## src/rtl/fetch_receive_intr_pkg.sv

```systemverilog
// Shared definitions for the fetch-receive stage.
// Contents:
//   fr_state_e  - fetch-receive FSM state encoding (RUN / HOLD / SQUASH)
//   NOP_INSTR   - bubble encoding (addi x0,x0,0), also used by decode
package fetch_receive_intr_pkg;

  typedef enum logic [1:0] {
    RUN    = 2'd0,
    HOLD   = 2'd1,
    SQUASH = 2'd2
  } fr_state_e;

  localparam logic [31:0] NOP_INSTR = 32'h0000_0013;

endpackage

```

## src/rtl/fetch_receive_intr.sv

```systemverilog
// Fetch-receive stage: pairs each i-memory response with the PC that produced it
// and hands {instruction, PC, valid} to decode. Holds the stalled instruction
// across decode stalls and discards wrong-path responses after a redirect.
// Ports:
//   clock        in   clock
//   reset        in   synchronous, active-high reset
//   issue_PC     in   PC presented to i-mem this cycle
//   i_mem_data   in   read data for the address issued the previous cycle
//   i_mem_valid  in   i_mem_data is valid
//   stall        in   decode cannot accept this cycle
//   flush        in   branch/trap redirect
//   instruction  out  instruction to decode
//   inst_PC      out  PC of instruction
//   inst_valid   out  instruction is real (0 = bubble)
//
// state  | meaning
// -------+-------------------------------------------------------------
// RUN    | live response from i-mem, tagged with the previous issue PC
// HOLD   | decode stalled; replay the captured instruction
// SQUASH | wrong-path responses after a flush are replaced by bubbles
module fetch_receive_intr
  import fetch_receive_intr_pkg::*;
#(
  parameter int                      CORE          = 0,
  parameter int                      ADDRESS_BITS  = 32,
  parameter int                      DATA_WIDTH    = 32,
  parameter logic [ADDRESS_BITS-1:0] RESET_PC      = '0,
  parameter logic [DATA_WIDTH-1:0]   NOP           = DATA_WIDTH'(NOP_INSTR),
  parameter int                      SQUASH_CYCLES = 1
) (
  input  logic                    clock,
  input  logic                    reset,
  input  logic [ADDRESS_BITS-1:0] issue_PC,
  input  logic [DATA_WIDTH-1:0]   i_mem_data,
  input  logic                    i_mem_valid,
  input  logic                    stall,
  input  logic                    flush,
  output logic [DATA_WIDTH-1:0]   instruction,
  output logic [ADDRESS_BITS-1:0] inst_PC,
  output logic                    inst_valid
);

  if (CORE < 0 || SQUASH_CYCLES < 1 || SQUASH_CYCLES > 15) begin : g_param_check
    $error("fetch_receive_intr: CORE must be >= 0 and SQUASH_CYCLES in 1..15");
  end

  localparam logic [3:0] SQ_LOAD = 4'(SQUASH_CYCLES);

  fr_state_e               state, state_next;
  logic [3:0]              sq_cnt, sq_cnt_next;
  logic [ADDRESS_BITS-1:0] pc_q;
  logic [DATA_WIDTH-1:0]   hold_inst;
  logic [ADDRESS_BITS-1:0] hold_PC;
  logic                    hold_valid;
  logic                    capture;
  logic [DATA_WIDTH-1:0]   live_inst;

  always_ff @(posedge clock) begin
    if (reset) begin
      state      <= RUN;
      pc_q       <= RESET_PC;
      hold_inst  <= NOP;
      hold_PC    <= RESET_PC;
      hold_valid <= 1'b0;
      sq_cnt     <= 4'd0;
    end else begin
      state  <= state_next;
      pc_q   <= issue_PC;
      sq_cnt <= sq_cnt_next;
      if (capture) begin
        hold_inst  <= live_inst;
        hold_PC    <= pc_q;
        hold_valid <= i_mem_valid;
      end
    end
  end

  assign live_inst = i_mem_valid ? i_mem_data : NOP;

  always_comb begin
    state_next  = state;
    sq_cnt_next = sq_cnt;
    capture     = 1'b0;
    instruction = live_inst;
    inst_PC     = pc_q;
    inst_valid  = i_mem_valid;

    case (state)
      RUN: begin
        if (stall) begin
          state_next = HOLD;
          capture    = 1'b1;
        end
      end
      HOLD: begin
        instruction = hold_inst;
        inst_PC     = hold_PC;
        inst_valid  = hold_valid;
        if (!stall) state_next = RUN;
      end
      SQUASH: begin
        // stall is irrelevant here: a bubble needs no replay
        instruction = NOP;
        inst_valid  = 1'b0;
        sq_cnt_next = sq_cnt - 4'd1;
        if (sq_cnt <= 4'd1) state_next = RUN;
      end
      default: state_next = RUN;
    endcase

    // A redirect overrides both stall handling and an in-progress squash.
    if (flush) begin
      state_next  = SQUASH;
      sq_cnt_next = SQ_LOAD;
      capture     = 1'b0;
    end

    if (reset) begin
      instruction = NOP;
      inst_PC     = RESET_PC;
      inst_valid  = 1'b0;
    end
  end

endmodule
```

## config.mk

```make
export PLATFORM = sky130hd
export DESIGN_NAME = fetch_receive_intr
export DESIGN_NICKNAME = d
export VERILOG_FILES = /design/src/rtl/fetch_receive_intr_pkg.sv /design/src/rtl/fetch_receive_intr.sv
export SDC_FILE = /design/constraint.sdc
export NUM_CORES = 1
export LEC_CHECK = 0
export CAP_MARGIN = 25
export CORE_MARGIN = 5
export CORE_UTILIZATION = 35
export DETAILED_ROUTE_END_ITERATION = 12
export DONT_BUFFER_PORTS = 1
export PLACE_DENSITY = 0.5
export SYNTH_ARGS = -nofsm -noshare
export SYNTH_HDL_FRONTEND = slang
export SYNTH_SLANG_ARGS = --single-unit
```

## constraint.sdc

```tcl
create_clock -name clock -period 2.09 [get_ports clock]
set_clock_uncertainty 0.05 [all_clocks]
set_input_delay 0 -clock clock [delete_from_list [all_inputs] [get_ports clock]]
set_output_delay 0 -clock clock [all_outputs]
set_load 0.02 [all_outputs]
```

## Word level (Yosys, flattened, before mapping)

Index checks and enable logic that the tools add are counted.
W data, S select, Z words.

| word-level totals | value |
|---|---|
| memory bits (read-only) | 0 |
| register bits after elaboration | 103 |
| output and inout bits | 65 |
| bits in writable memories | 0 |
| input port bits | 69 |
| logic and storage cells | 40 |
| latch bits | 0 |
| memories kept | 0 |

| cells by class | value |
|---|---|
| add/subtract/negate cells | 1 |
| $lt $le $gt $ge | 1 |
| multiplexer cells | 17 |
| shifts and indexed selects | 0 |
| bitwise gates (word level) | 0 |
| equality and inequality tests | 8 |
| reductions and logical operators | 5 |
| divide/modulo/power cells | 0 |
| multipliers | 0 |

Operators by type and width:

| kind | count |
|---|---|
| $mux W32 | 4 |
| $pmux W32 S2 | 1 |
| $ne A3 B3 Y1 const B | 3 |
| $mux W2 | 4 |
| $mux W1 | 6 |
| $ne A2 B2 Y1 const B | 3 |
| $pmux W2 S3 | 1 |
| $reduce_and A3 Y1 | 2 |
| $le A4 B1 Y1 const B | 1 |
| $sub A4 B1 Y4 const B | 1 |
| $eq A2 B1 Y1 const B | 1 |
| $eq A2 B2 Y1 const B | 1 |
| $logic_not A2 Y1 | 1 |
| $pmux W1 S2 | 1 |
| $reduce_bool A2 Y1 | 1 |
| $reduce_or A2 Y1 | 1 |

## Longest topological paths before layout

| logic depth | value |
|---|---|
| depth after elaboration | 4 |
| mapped depth | 7 |
| mapped depth without buffers | 6 |

## Least setup slack after synthesis

Ideal clock, no wire load.

| path | value |
|---|---|
| path type | register to output |
| from | register state[0] |
| to | output instruction[21] |
| cell stages (with the launch flop) | 7 |
| slack | 0.530 ns |
| buffers on the path | 2 |
| arrival | 1.510 ns |
| required time | 2.040 ns |
| cells stage by stage | dfxtp_1 > inv_1 > ha_1 > buf_2 > clkbuf_1 > nand3b_1 > a21oi_1 |

| on the way | value |
|---|---|
| word-level cells in the longest chain between the ends | 3 |
| elaborated cells between the ends (all ways) | 4 |
| classes of those cells | eq/ne: 2; mux: 2 |

RTL lines:

| what | RTL line | source |
|---|---|---|
| start, declared | fetch_receive_intr.sv:49 | `fr_state_e state, state_next;` |
| start signal, assigned | fetch_receive_intr.sv:67 | `state <= state_next;` |
| $eq A2 B2 Y1 or $eq A2 B1 Y1 (tied branches) | fetch_receive_intr.sv:88 | `case (state)` |
| $pmux W32 S2 (*) | fetch_receive_intr.sv:88 |  |
| $mux W32 (*) | fetch_receive_intr.sv:118 | `if (reset) begin` |
| end, declared | fetch_receive_intr.sv:38 | `output logic [DATA_WIDTH-1:0] instruction,` |

Mark *: on every way between the ends. The rest lies on a longest branch, timed or not.

## Worst setup path after layout

| path | value |
|---|---|
| from | register state[0] |
| to | output instruction[4] |

The elaborated chain is that of the path after synthesis.

==> flow_summary_export.csv <==
group,metric,value,unit
clock_network,clkSlewWorstSetupHoldPaths,70,ps
synthesis,synth_cells,582,
pwr,irDropWorstVdd,0.000500,V
routing,wl_per_cell,15.4,um
synthesis,syn_area_per_cell,8.24,sq um
pwr,comb_power_share,0.163,
pwr,power_leakage,2.18,nW
critical_path,end_kind,"primary output",
synthesis,ys_seq_elements,103,
layout,fin_cells,838,
die,start_util,0.359,
critical_path,slowest_delay,360,ps
synthesis,synth_compound_area_frac,0.134,
synthesis,syn_nets,656,
die,core_area,13300,sq um
flow_run,maxCapViolations,0,
die,ios,134,
die,rows,42,
sta,setup_viol,0,
critical_path,cp_num_buf_inv,2,
placed_design,numPortBuffers,0,
routing,remaining_drc_errors,0,
routing,ant_nets,0,
synthesis,yosys.area.top_type_share,0.430,
synthesis,synth_cell_types,35,
pwr,powerDensity,719,nW/um^2
pwr,clockPowerShare,0.372,
global_route,antenna_found_initial,1,
placed_design,placed_cells_incl_taps,743,
critical_path,critPathSlowestCell,"dfxtp_2",
layout,area_delta_synth_final,29.8,%
sta,finalCritPeriodShare,0.949,
synthesis,synth_xor_xnor_area_share,0.00548,
die,die_w,127,um
synthesis,syn_area,4790,sq um
synthesis,ys_warn_count,0,
critical_path,cp-start-kind,"flop",
critical_path,cp_top_family,"simple AND/OR/NAND/NOR gates",
pwr,internal-power,0.00333,W
layout,seq_area,2060,sq um
die,dieArea,16100,sq um
synthesis,synth_seq_area_share,0.430,
synthesis,synthAdderAreaFrac,0.0131,
routing,vias_per_cell,5.02,
routing,drt-total-wl,12900,um
synthesis,synth_top_family_by_area,"simple AND/OR/NAND/NOR gates",
placed_design,hpwl,6930,um
sta,relSlewSlack,0.711,
pwr,switching_share,0.256,
sta,final.min_clock_period,1980,ps
synthesis,synth_edf_count,0,
layout,fin_area,6220,sq um
placed_design,placed_area,5080,sq um
critical_path,rrSetupSlack,150,ps
critical_path,cp_max_fo,24,
synthesis,ys_async_sr_fraction,0,
global_route,grt-ovfl-total,0,
clock_network,clock_latency,340,ps
synthesis,synthFlopType,"dfxtp_1",
routing,first_pass_iters,4,
sta,hold_violations,0,
sta,finalMaxSlewViolations,0,
synthesis,yosys-top-cells-area,"dfxtp_1 43%, a21oi_1 9.0%, nand2_1 7.6%",
global_route,globalRouteTotalUtil,0.154,
clock_network,cts_num_sinks,103,
critical_path,crit_required,2040,ps
synthesis,synth_top_area_cell,"dfxtp_1",
critical_path,path_cells,"inv_1, ha_1, buf_4, nor3b_1, a21oi_1, or2_2",
layout,fillers,1298,
routing,vias,4208,
placed_design,finalWeightedCongestion,0.770,
clock_network,cts_buffers,9,
clock_network,cts-root-buf,"clkbuf_16",
routing,drtIter0Drc,213,
pwr,total_power,0.00447,W
die,fp.dieH,127,um
layout,nets,730,
global_route,grt_first_pass_wirelength,20500,um
sta,rsz0062_at_grt,"yes",
critical_path,crit_arrival,1930,ps
status,status,"finished, final reports clean",
critical_path,setup.worst_path.class,"flop to primary output",
synthesis,muxShareOfSynthArea,0.0692,
pwr,seqPwrFrac,0.465,
layout,multi_input_area,2410,sq um
clock_network,cts_tree,"done",
layout,drive_gt1_frac,0.139,
clock_network,clockBufferDepth,2,
sta,worst_slack,108,ps
hold_path,min_path_type,"input pin to flop",
clock_network,htreeDepth,3,
global_route,grt_pass1_vias,4111,
synthesis,yosys.area_share.simple,0.278,
global_route,grt_max_degree,89,
sta,max_freq,504,MHz
pwr,switchingPower,0.00115,W
sta,worst_pin_slew,432,ps
placed_design,preCtsSetupSlack,404,ps
## worst paths after layout
| kind | start | cells past startpoint | end |
|---|---|---|---|
| worst min register to register | pc_q[9]$_SDFF_PP0_ | 2 | hold_PC[9]$_SDFFE_PP0P_ |
| worst max register to register | state[0]$_SDFFE_PP0P_ | 7 | hold_PC[17]$_SDFFE_PP0P_ |
| worst min-delay path | reset | 2 | pc_q[31]$_SDFF_PP0_ |
| worst max-delay path | state[0]$_SDFFE_PP0P_ | 6 | instruction[4] |
## cells in the mapped netlist, types with 2 or more instances
cell type,count
nor3_1,2
nor3b_1,3
inv_1,7
buf_2,22
mux2i_1,32
nand2_1,97
xnor2_1,2
buf_4,7
nand3_2,8
nand3b_1,29
buf_6,4
buf_1,2
nand3_1,52
or2_2,3
nor2_1,35
dfxtp_1,103
clkbuf_1,18
a211o_1,3
a21oi_2,17
nor2b_1,32
ha_1,5
a21oi_1,86
## flip-flops by register name, indices dropped and copies added, names as in the netlist
name	count
hold_PC	32
pc_q	32
sq_cnt	4
hold_valid	1
hold_inst	32
state	2
## power by group through the flow
stage               registers [W]  logic, W  clock network (W)
floorplan                 0.00212  0.000496                  0
global placement          0.00213  0.000544                  0
detailed placement        0.00213  0.000554                  0
CTS                       0.00208  0.000720            0.00173
global route              0.00209  0.000791            0.00181
finish                    0.00208  0.000729            0.00166
## cell type report
class                           instances  share of cell area
Timing Repair Buffer                  118               0.193
Multi-Input combinational cell        416               0.388
Clock inverter                          4             0.00724
Inverter                                8             0.00483
Tap cell                              176              0.0354
Sequential cell                       103               0.332
Antenna cell                            1            0.000402
Clock buffer                           12              0.0396
## placed cells by master (no fill, tap or decap), drive strengths merged, types with 5 or more instances in the layout
cell type	instances
mux2i	32
ha	5
nand3b	29
dfxtp	103
clkbuf	12
inv	8
a21oi	103
dlygate4sd3	75
nand3	60
nand2	97
nor2b	32
buf	43
nor2	35
## per-stage QoR
| step | util | hold slack [ps] | TNS, ps |
|---|---|---|---|
| after floorplan | - | 27.4 | 0 |
| after global placement | 0.381 | 30.3 | 0 |
| after detailed placement | 0.381 | 32.1 | 0 |
| after CTS | 0.463 | 26.4 | 0 |
| after global routing | 0.466 | 36.9 | -3.73 |
| final | 0.466 | 17.7 | 0 |
## cell families after synthesis
group	after synthesis
mux	33
compound gates	111
fa+ha+maj	5
xor+xnor	3
buf+inv	63
simple gates	264
flops	103
## routing by layer
layer	vias to the layer above	global-route usage	part of all wire	wire length [um]
met2	132	0.243	0.45	5780
met4	0	0.0397	0.0087	112
met1	1963	0.204	0.47	6060
met3	11	0.0505	0.071	919
met5	-	0	0	0
li1	2102	-	-	-
## worst reg2reg max path: cells and delay by family (launching register included)
family          cells  cell delay, ps
simple gates        2             220
fa+ha+maj           1             260
compound gates      1             160
flops               1             360
buf+inv             3             830
## what timing repair did
item / in CTS / in global routing
hold buffers: 77 / 0
gates resized for setup: 0 / 5
setup endpoints to repair: 0 / 34
endpoints found under the hold margin: 103 / 0
buffers inserted: 0 / 1
(Power assumes the default switching activity.)
